`src/rtl/arb_mux_pkg.sv`:
```
// Shared types and helpers for the arb_mux channel arbiter/multiplexer.
// Holds the arbitration mode encoding and the pointer wrap helper.
package arb_mux_pkg;

  typedef enum logic {
    MODE_RR    = 1'b0,
    MODE_FIXED = 1'b1
  } mode_e;

  // Next round-robin start position: one past the granted index, wrapping at n.
  function automatic int wrap_inc(input int idx, input int n);
    return ((idx + 32'sd1) >= n) ? 32'sd0 : (idx + 32'sd1);
  endfunction

endpackage

```
`src/rtl/arb_mux_rr_arbiter.sv`:
```
// Combinational round-robin arbiter: first asserted request at or above ptr,
// searching upward and wrapping from N-1 back to 0.
module rr_arbiter #(
  parameter  int N  = 4,
  localparam int SW = $clog2(N)
) (
  input  logic [N-1:0]  req,
  input  logic [SW-1:0] ptr,
  output logic          gnt_vld,
  output logic [SW-1:0] gnt_idx
);

  int            pos_s;
  logic [SW-1:0] idx_s;

  // Scan from farthest to nearest offset so the nearest valid request wins.
  always_comb begin
    gnt_vld = 1'b0;
    gnt_idx = '0;
    pos_s   = 32'sd0;
    idx_s   = '0;
    for (int i = N - 1; i >= 0; i--) begin
      pos_s   = int'(ptr) + i;
      pos_s   = (pos_s >= N) ? (pos_s - N) : pos_s;
      idx_s   = SW'(pos_s);
      gnt_vld = req[idx_s] ? 1'b1  : gnt_vld;
      gnt_idx = req[idx_s] ? idx_s : gnt_idx;
    end
  end

endmodule

```
`src/rtl/arb_mux.sv`:
```
// N-channel arbitrating multiplexer with a single registered output stage.
// Round-robin or fixed-select grant; one word per cycle when downstream is ready.
module arb_mux
  import arb_mux_pkg::*;
#(
  parameter  int N  = 4,
  parameter  int M  = 8,
  localparam int SW = $clog2(N)
) (
  input  logic          clk,
  input  logic          rst_n,
  input  logic [M-1:0]  in_data [N-1:0],
  input  logic [N-1:0]  in_valid,
  output logic [N-1:0]  in_ready,
  input  logic          mode,
  input  logic [SW-1:0] sel,
  output logic [M-1:0]  out_data,
  output logic          out_valid,
  input  logic          out_ready,
  output logic [SW-1:0] out_sel
);

  logic [M-1:0]  out_data_r;
  logic          out_valid_r;
  logic [SW-1:0] out_sel_r;
  logic [SW-1:0] rr_ptr_r;

  logic          load_en_s;
  logic          rr_vld_s;
  logic [SW-1:0] rr_idx_s;
  logic          sel_ok_s;
  logic          fix_vld_s;
  logic          gnt_vld_s;
  logic [SW-1:0] gnt_idx_s;
  logic          xfer_s;
  mode_e         mode_s;

  rr_arbiter #(.N(N)) u_rr_arbiter (
    .req     (in_valid),
    .ptr     (rr_ptr_r),
    .gnt_vld (rr_vld_s),
    .gnt_idx (rr_idx_s)
  );

  assign mode_s    = mode_e'(mode);
  assign load_en_s = !out_valid_r || out_ready;
  // Out-of-range select (non-power-of-two N) never grants.
  assign sel_ok_s  = (int'(sel) < N);
  assign fix_vld_s = sel_ok_s && in_valid[sel];

  // Grant selection between round-robin arbiter and fixed select.
  always_comb begin
    gnt_vld_s = 1'b0;
    gnt_idx_s = '0;
    case (mode_s)
      MODE_RR: begin
        gnt_vld_s = rr_vld_s;
        gnt_idx_s = rr_idx_s;
      end
      MODE_FIXED: begin
        gnt_vld_s = fix_vld_s;
        gnt_idx_s = sel;
      end
      default: begin
        gnt_vld_s = 1'b0;
        gnt_idx_s = '0;
      end
    endcase
  end

  assign xfer_s   = rst_n && load_en_s && gnt_vld_s;
  assign in_ready = xfer_s ? ({{(N-1){1'b0}}, 1'b1} << gnt_idx_s) : {N{1'b0}};

  // Output register and round-robin pointer update.
  always_ff @(posedge clk or negedge rst_n) begin
    if (!rst_n) begin
      out_data_r  <= '0;
      out_valid_r <= 1'b0;
      out_sel_r   <= '0;
      rr_ptr_r    <= '0;
    end else if (xfer_s) begin
      out_data_r  <= in_data[gnt_idx_s];
      out_valid_r <= 1'b1;
      out_sel_r   <= gnt_idx_s;
      rr_ptr_r    <= SW'(wrap_inc(int'(gnt_idx_s), N));
    end else if (out_valid_r && out_ready) begin
      out_valid_r <= 1'b0;
    end else begin
      out_valid_r <= out_valid_r;
    end
  end

  assign out_data  = out_data_r;
  assign out_valid = out_valid_r;
  assign out_sel   = out_sel_r;

endmodule

```
`config.mk`:
```
export PLATFORM = sky130hd
export DESIGN_NAME = arb_mux
export DESIGN_NICKNAME = d
export VERILOG_FILES = /design/src/rtl/arb_mux_pkg.sv /design/src/rtl/arb_mux_rr_arbiter.sv /design/src/rtl/arb_mux.sv
export SDC_FILE = /design/constraint.sdc
export NUM_CORES = 1
export LEC_CHECK = 0
export BUFFER_PORTS_ARGS = -buffer_cell sky130_fd_sc_hd__buf_2
export CAP_MARGIN = 20
export CORE_MARGIN = 2
export CORE_UTILIZATION = 40
export DETAILED_ROUTE_END_ITERATION = 10
export GPL_ROUTABILITY_DRIVEN = 1
export PLACE_DENSITY = 0.87
export SLEW_MARGIN = 10
export SYNTH_ARGS = -nofsm -noshare
export SYNTH_HDL_FRONTEND = slang
export SYNTH_HIERARCHICAL = 1
export SYNTH_SLANG_ARGS = --single-unit
export TNS_END_PERCENT = 20
```
`constraint.sdc`:
```
create_clock -name clk -period 2 [get_ports clk]
set_clock_uncertainty 0.15 [all_clocks]
set_input_delay 0.5 -clock clk [delete_from_list [all_inputs] [get_ports clk]]
set_output_delay 0.5 -clock clk [all_outputs]
set_load 0.005 [all_outputs]
```
==> metrics.txt, run 1 <==
Final Max Tran Viols=0; Peak VDD IR=663.4 µV; max frequency=399.5 MHz; #FFs+latches synth=13; top cells by area, synth=dfrtp_1, mux2i_1, mux2_2; area of the multi-input gates=730.7 µm²; antenna violations before repair=0; final wirelength=2.586 mm; commonest cells after routing, fill and taps aside=buf_2, mux2i_1, buf_4; worst hold slack=0.03943 ns; all-layer global routing usage=19.36%; Max H-tree Level=1; RSZ-0062 raised after global routing=true; status=finished with violations; row count=18; vias in the first global route=911; failing checks=negative setup slack; first-pass GRT wire length=3.981 mm; layout cells sized above 1=68.10%; critical path required time=1.35 ns; area of the mapped netlist=0.001032 mm²; die width=54.80 µm; ANT nets after route=0; Vias=941; Fillers=203; CTS root buffer=clkbuf_4; Inserted Clock Buffers=3; Post-Route Setup TNS=-3.520 ns; hpwl dp=2.213 mm; clk sinks=13; top_reg_cell synth=dfrtp_1; Min-Delay Path Class=input port to async pin; Top Ports=57; final setup vio count=13; arrival time worst endpoint=1.85 ns; critical path class=register to primary output; Net Count, Synth=137; Crit. End Element=primary output; post-route minimum period=2.503 ns; synth unique cells=19; CP max FO=6; sequential area share after synthesis=31.52%; die height=54.80 µm; Post-Layout Cell Count=193; nets@finish=210; core area=0.002455 mm²; final core occ=64.42%; Final Cycle Share=125.2%; Initial DRT Pass Iterations=3; CTS tree=done; Post-synth EDFFs=0; DRC viols=0; Avg Inst Size Synth=11.34 µm²; dominant cell type by area after synthesis=dfrtp_1; Clock Latency Late Sink=0.27 ns; Initial Util=42.05%; Overall Power=1393 µW; Vias per Instance=4.876; commonest non-fill, non-tap cell in the layout=buf_2; register area=326.6 µm²; Inst Count DP=189; diode count=0; Routability Congestion=0.7704; Slew @ Worst Pin=0.3535 ns; clk buf depth=2; Leak Pwr=0.0008470 µW; Rel. slew slack=76.32%; Power Density=880.6 mW/mm²; synth warn=6; port buffer count=56; pin count of the biggest net entering global routing=14; crit start category=register; number of hold violations in the final report=0; Die Area=0.003003 mm²; clk slew on worst S/H paths=0.08 ns; reg2reg setup slack=-0.22 ns; post-synth top area share=31.52%; DR iter-0 viols=8; FFs w/ async S/R, synth=100.0%; Layout area overhead=53.21%; Routed WL per cell=13.40 µm; Max-Cap Viols=0; final worst slack=-0.5033 ns; Post-Synthesis Cells=91; GRT Residual Overflow=0; cts hold-fix bufs=0
-- layer usage --
metal  part of all wire (%)  GRT usage [%]
met1                     36          19.06
met2                     57          36.90
met3                    6.5          6.557
met4                   0.73          6.667
met5                      0              0
-- metrics by stage --
step / instance area, µm² / setup slack, ns
after floorplan: 1127 / -0.1136
final: 1582 / -0.5033
after detailed placement: 1540 / -0.4864
after global placement: 1540 / -0.3868
after global routing: 1582 / -0.5921
after CTS: 1582 / -0.5104
-- power by group --
part / total, µW / internal (µW) / leakage (µW) / switching, µW
Sequential: 448 / 373 / 0.000152 / 75.2
Combinational: 786 / 458 / 0.000678 / 328
Clock: 158 / 74.1 / 0.0000177 / 84.4
-- area by class of cell --
type                            count  share of cell area, %
Clock inverter                      1                 0.3165
Tap cell                           30                  2.373
Multi-Input combinational cell     67                  46.20
Inverter                            7                  2.453
Timing Repair Buffer               72                  26.58
Clock buffer                        3                  1.424
Sequential cell                    13                  20.65
-- repair_timing --
action | CTS | global route
gates resized for setup | 5 | 0
pin swaps | 2 | 0
buffers inserted | 0 | 1
endpoints found under the setup margin | 13 | 14
-- flip-flops by register name (all words and copies together), names as in the netlist --
| register | cells |
|---|---|
| out_sel | 2 |
| rr_ptr_r | 2 |
| out_data | 8 |
| out_valid | 1 |
-- cell families after synthesis --
group / share of synthesized area [%]
mux: 43.03
simple gates: 8.121
flops: 31.51
buf+inv: 7.395
compound gates: 5.091
fa+ha+maj: 4.849
-- synthesized netlist by cell type, types with 2 or more instances --
library cell  count
mux2i_1          29
dfrtp_1          13
nor2_1            8
inv_1             7
mux2_2            7
mux2_4            5
ha_1              4
nand2_1           4
nand2b_1          3
buf_6             2
-- critical path: stages, from the launching register on --
cell and delay (ns):
dfrtp_2 0.46, mux2i_1 0.15, a211oi_2 0.29, mux2i_4 0.12, buf_12 0.16, inv_8 0.06
ha_4 0.11, inv_2 0.02, nor2_1 0.08, buf_2 0.12
-- final timing paths --
path | start | end | cells past startpoint
setup / recovery | rr_ptr_r[1] | in_ready[3] | 9
hold / removal | rst_n | rr_ptr_r[0] | 2
setup reg to reg | rr_ptr_r[0] | out_data[0] | 9
hold reg to reg | out_sel[0] | out_sel[0] | 1
max in group asynchronous | rst_n | rr_ptr_r[1] | 2
min in group clk | out_sel[0] | out_sel[0] | 1
Power figures use the tool's default switching activity.
==> run 2, diff against run 1 <==
--- a/config.mk
+++ b/config.mk
@@ -12,6 +12,7 @@
 export DETAILED_ROUTE_END_ITERATION = 10
 export GPL_ROUTABILITY_DRIVEN = 1
 export PLACE_DENSITY = 0.87
+export RECOVER_POWER = 25
 export SLEW_MARGIN = 10
 export SYNTH_ARGS = -nofsm -noshare
 export SYNTH_HDL_FRONTEND = slang
==> metrics.txt, run 2 (synthesized netlist as in run 1, its figures left out) <==
status=finished with violations; failing checks=negative setup slack; ANT nets after route=0 (unchanged); Initial Util=42.05% (unchanged); CP max FO=6 (unchanged); register area=326.6 µm² (unchanged); number of hold violations in the final report=0 (unchanged); Layout area overhead=52.85%; layout cells sized above 1=67.48% (-0.61 points); critical path required time=1.35 ns (about the same); Clock Latency Late Sink=0.27 ns (about the same); Combinational Power Share=56.4% (about the same); cts hold-fix bufs=0 (unchanged); nets@finish=210 (unchanged); GR Util met1=19.06% (unchanged); critical path class=register to primary output; Die Area=0.003003 mm² (unchanged); pin count of the biggest net entering global routing=14 (unchanged); Slew @ Worst Pin=0.7024 ns (+0.3489 ns); clk sinks=13 (unchanged); Initial DRT Pass Iterations=3 (unchanged); die width=54.80 µm (unchanged); Final Cycle Share=125.2% (about the same); CTS tree=done; port buffer count=56 (unchanged); final wirelength=2.585 mm (about the same); Crit. End Element=primary output; clk buf depth=2 (unchanged); core area=0.002455 mm² (unchanged); all-layer global routing usage=19.36% (unchanged); grt met2 use=36.90% (unchanged); clk slew on worst S/H paths=0.08 ns (about the same); sequential share of power=32.2% (about the same); Power Density=882.1 mW/mm² (+0.17%); Fillers=203 (unchanged); CTS root buffer=clkbuf_4; antenna violations before repair=0 (unchanged); Pint=903.7 µW (-0.11%); Top Ports=57 (unchanged); final setup vio count=13 (unchanged); Post-Route Setup TNS=-3.520 ns (-0.0002600 ns); post-route minimum period=2.503 ns (+0.000005000 ns); row count=18 (unchanged); Inserted Clock Buffers=3 (unchanged); grt peak-use layer=met2; Vias per Instance=4.870 (-0.11%); arrival time worst endpoint=1.85 ns (about the same); diode count=0 (unchanged); Max-Cap Viols=0 (unchanged); commonest cells after routing, fill and taps aside=buf_2, mux2i_1, dfrtp_1, buf_4, mux2_2; Peak VDD IR=663.4 µV (about the same); final worst slack=-0.5033 ns (-0.000005000 ns); Min-Delay Path Class=input port to async pin; hpwl dp=2.213 mm (unchanged); crit start category=register; DRC viols=0 (unchanged); area of the multi-input gates=730.7 µm² (unchanged); first-pass GRT wire length=3.981 mm (unchanged); clock share of power=11.4% (about the same); RSZ-0062 raised after global routing=true; die height=54.80 µm (unchanged); commonest non-fill, non-tap cell in the layout=buf_2; met3 usage=6.557% (unchanged); switch share=35.06% (about the same); GRT Residual Overflow=0 (unchanged); Final Max Tran Viols=0 (unchanged); Sw Pwr=488.0 µW (about the same); Vias=940 (-0.11%); Routed WL per cell=13.39 µm (about the same); Max H-tree Level=1 (unchanged); Leak Pwr=0.0008434 µW (-0.43%); max frequency=399.5 MHz (about the same); max FFs per register=8 (unchanged); DR iter-0 viols=8 (unchanged); Routability Congestion=0.7704 (unchanged); worst hold slack=0.2241 ns (+0.1847 ns); Rel. slew slack=53.17% (-23 points); vias in the first global route=911 (unchanged)
[run 2: cell type report]
class,count,area share (%)
inverters,7,2.458
clock inverters,1,0.3172
flip-flops and latches,13,20.70
repair buffers,72,26.41
clock buffers,3,1.427
well taps,30,2.379
multi-input cells,67,46.31
[run 2: per-stage QoR]
stage | std cells | power (µW) | area (µm²) | setup WS (ns) | utilization (%)
3_5_place_dp | 189 | 1228 | 1540 | -0.4864 | 62.74
3_3_place_gp | 189 | 1179 | 1540 | -0.3868 | 62.74
2_1_floorplan | 91 | 925.3 | 1127 | -0.1136 | -
5_1_grt | 193 | 1491 | 1578 | -0.5921 | 64.27
4_1_cts | 193 | 1407 | 1582 | -0.5104 | 64.42
6_report | 193 | 1392 | 1578 | -0.5033 | 64.27
[run 2: layer usage]
layer,routed length (µm),up-vias
li1,-,467
met1,928,441
met2,1469,30
met3,168,2
met4,19,0
met5,0,-
[run 2: critical path: stages (launching register included)]
cell and delay, ns:
dfrtp_2 0.46, mux2i_1 0.15, a211oi_2 0.29, mux2i_4 0.12
buf_12 0.16, inv_8 0.06, ha_4 0.11, inv_2 0.02
nor2_1 0.08, buf_2 0.12
[run 2: final timing paths]
kind / from / to / slack, ns / depth (start not counted)
max in group asynchronous: rst_n / rr_ptr_r[1] / 0.99 / 2
hold / removal: rst_n / rr_ptr_r[0] / 0.22 / 2
setup / recovery: rr_ptr_r[1] / in_ready[3] / -0.50 / 9
min in group clk: out_sel[0] / out_sel[0] / 0.35 / 1
hold reg to reg: out_sel[0] / out_sel[0] / 0.35 / 1
setup reg to reg: rr_ptr_r[0] / out_data[0] / -0.22 / 9
[run 2: what timing repair did]
action,in CTS,in global routing
pin swaps,2,0
endpoints found under the setup margin,13,14
gates resized for setup,5,0
buffers inserted,0,1
[run 2: power groups by stage]
stage / sequential (µW) / clock, µW / combinational, µW
floorplan: 453 / 0 / 473
global placement: 444 / 0 / 735
detailed placement: 450 / 0 / 778
CTS: 450 / 164 / 793
global route: 467 / 177 / 847
finish: 448 / 158 / 785
==> run 3, diff against run 2 <==
--- a/config.mk
+++ b/config.mk
@@ -5,13 +5,14 @@
 export SDC_FILE = /design/constraint.sdc
 export NUM_CORES = 1
 export LEC_CHECK = 0
+export ABC_AREA = 1
 export BUFFER_PORTS_ARGS = -buffer_cell sky130_fd_sc_hd__buf_2
 export CAP_MARGIN = 20
 export CORE_MARGIN = 2
 export CORE_UTILIZATION = 40
 export DETAILED_ROUTE_END_ITERATION = 10
 export GPL_ROUTABILITY_DRIVEN = 1
-export PLACE_DENSITY = 0.87
+export PLACE_DENSITY = 0.83
 export RECOVER_POWER = 25
 export SLEW_MARGIN = 10
 export SYNTH_ARGS = -nofsm -noshare
==> metrics.txt, run 3 <==
status=finished with violations; failing checks=negative setup slack; Slew @ Worst Pin=0.6741 ns (-0.02834 ns); synth warn=6 (unchanged); buffers plus inverters on the worst setup path=5 (+1); #FFs+latches synth=13 (unchanged); critical path required time=1.35 ns (about the same); worst path cell trace=buf_6, nand2_2, and2_4, nand2_4, nand2_2, inv_2, nand2_1, nand2_1, nand2_2, buf_6, nand2_4, nand2_4, ha_4, inv_2, nor2_2, buf_2; first-pass GRT wire length=5.099 mm (+28%); Crit Reg-Reg Endpoint=out_data[7]; all-layer global routing usage=17.21% (-2.2 points); top_reg_cell synth=dfrtp_1; Crit path largest cell delay=0.46 ns (about the same); Clock Latency Late Sink=0.26 ns (about the same); Leak Pwr=0.001164 µW (+38%); CTS tree=done; Avg Inst Size Synth=6.124 µm² (-46%); Vias per Instance=4.490 (-7.8%); Die Area=0.003816 mm² (+27%); pre-CTS WS=-0.4820 ns (+0.004357 ns); Max H-tree Level=1 (unchanged); sequential area share after synthesis=24.37% (-7.1 points); Post-Synthesis Cells=218 (+140%); clk buf depth=2 (unchanged); Net Count, Synth=264 (+93%); worst hold slack=0.2329 ns (+0.008767 ns); final worst slack=-0.6777 ns (-0.1744 ns); Overall Power=2086 µW (+50%); area of the mapped netlist=0.001335 mm² (+29%); Routed WL per cell=9.973 µm (-26%); Fillers=290 (+43%); Final Max Tran Viols=0 (unchanged); critical path class=register to primary output; r2r startpoint=rr_ptr_r[0]; DRC viols=0 (unchanged); final core occ=61.17% (-3.1 points); Peak VDD IR=523.1 µV (-21%); cts hold-fix bufs=0 (unchanged); Max-Cap Viols=0 (unchanged); Initial Util=43.02% (+0.98 points); Rel. slew slack=55.06% (+1.9 points); Inserted Clock Buffers=3 (unchanged); DR iter-0 viols=57 (+49); final setup vio count=14 (+1); hpwl dp=2.716 mm (+23%); antenna violations before repair=0 (unchanged); pin count of the biggest net entering global routing=18 (+4); layout cells sized above 1=41.69% (-26 points); dominant cell type by area after synthesis=nand2_1; delay-heaviest family, CP=simple AND/OR/NAND/NOR gates; nets@finish=342 (+63%); max FFs per register=8 (unchanged); CP max FO=6 (unchanged); crit start category=register; final wirelength=3.381 mm (+31%); crit path max-delay cell type=dfrtp_2; Synth top cells by count=nand2_1, inv_1, nand3_1, dfrtp_1; FFs w/ async S/R, synth=100.0% (unchanged); reg2reg setup slack=-0.22 ns (about the same); die height=61.77 µm (+13%); commonest non-fill, non-tap cell in the layout=nand2_1; port buffer count=56 (unchanged); Final Cycle Share=133.9% (+8.7 points); R2R cell count=19 (+10); CTS root buffer=clkbuf_4; commonest cells after routing, fill and taps aside=nand2_1, buf_2, inv_1; Vias=1522 (+62%); arrival time worst endpoint=2.03 ns (+0.18 ns); count leader, synth=nand2_1; clk sinks=13 (unchanged); Crit. End Element=primary output; post-route minimum period=2.678 ns (+0.1744 ns); core area=0.003103 mm² (+26%); die width=61.77 µm (+13%); Post-synth EDFFs=0 (unchanged); GRT Residual Overflow=0 (unchanged); Routability Congestion=0.8552 (+11%); Power Density=1099 mW/mm² (+25%); post-synth top area share=24.46% (-7.1 points); top cells by area, synth=nand2_1, dfrtp_1, nand3_1; diode count=0 (unchanged); Layout area overhead=42.17%; number of hold violations in the final report=0 (unchanged); synth unique cells=19 (unchanged); ANT nets after route=0 (unchanged); clk slew on worst S/H paths=0.08 ns (about the same); RSZ-0062 raised after global routing=true; Top Ports=57 (unchanged); max frequency=373.5 MHz (-6.5%); Initial DRT Pass Iterations=4 (+1); vias in the first global route=1246 (+37%); row count=20 (+2); Min-Delay Path Class=input port to async pin
[run 3: area by class of cell]
cell class	instances	area, µm²	area share (%)
Sequential cell	13	326.6	17.21
Timing Repair Buffer	77	456.7	24.06
Inverter	44	170.2	8.965
Tap cell	44	55.05	2.900
Multi-Input combinational cell	157	863.3	45.48
Clock buffer	4	26.28	1.384
[run 3: cells by family after synthesis]
group	synth area share, %
buf+inv	16.12
compound gates	4.873
fa+ha+maj	3.749
flops	24.37
simple gates	50.89
[run 3: worst max path at each step]
stage          cells after the start  slack, ns          end        start
2_1_floorplan                     16      -0.27  in_ready[3]  rr_ptr_r[0]
3_3_place_gp                      13      -0.43  in_ready[2]  in_valid[0]
3_5_place_dp                      13      -0.48  in_ready[2]  in_valid[1]
4_1_cts                           16      -0.67  in_ready[2]  rr_ptr_r[0]
5_1_grt                           16      -0.77  in_ready[1]  rr_ptr_r[0]
6_report                          16      -0.68  in_ready[1]  rr_ptr_r[0]
[run 3: where the power goes]
part	switching [µW]	internal, µW
Clock	77.3	77.1
Sequential	86.8	384
Combinational	798	663
Total	962	1120
[run 3: what timing repair did]
item	in CTS	in global routing
pin swaps	1	11
setup buffers	0	3
setup endpoints to repair	13	16
endpoints found under the hold margin	0	0
resized for setup	2	14
[run 3: metal layers]
| metal | global-route usage, % | routed length (µm) |
|---|---|---|
| met1 | 25.42 | 1585 |
| met2 | 26.62 | 1615 |
| met3 | 1.449 | 181 |
| met4 | 5.471 | 0 |
| met5 | 0 | 0 |
[run 3: per-stage QoR]
step | cell area (µm²) | TNS (ns) | instances
finish | 1898 | -4.466 | 339
detailed placement | 1810 | -3.280 | 332
floorplan | 1385 | -1.073 | 218
CTS | 1842 | -2.821 | 336
global placement | 1810 | -2.871 | 332
global route | 1898 | -6.285 | 339
[run 3: worst reg2reg max path, cell delays in order (launching register included)]
cell and delay, ns:
dfrtp_2 0.48, buf_6 0.15, nand2_2 0.07, and2_4 0.16, nand2_4 0.05, nand2_2 0.05
inv_2 0.04, nand2_1 0.04, nand2_1 0.06, nand2_2 0.08, buf_6 0.10, nand2_4 0.05
nand2_4 0.11, buf_6 0.11, buf_12 0.12, nand2_1 0.06, nand3_1 0.08, nand2_1 0.07
nand2_1 0.07, nand2_1 0.04
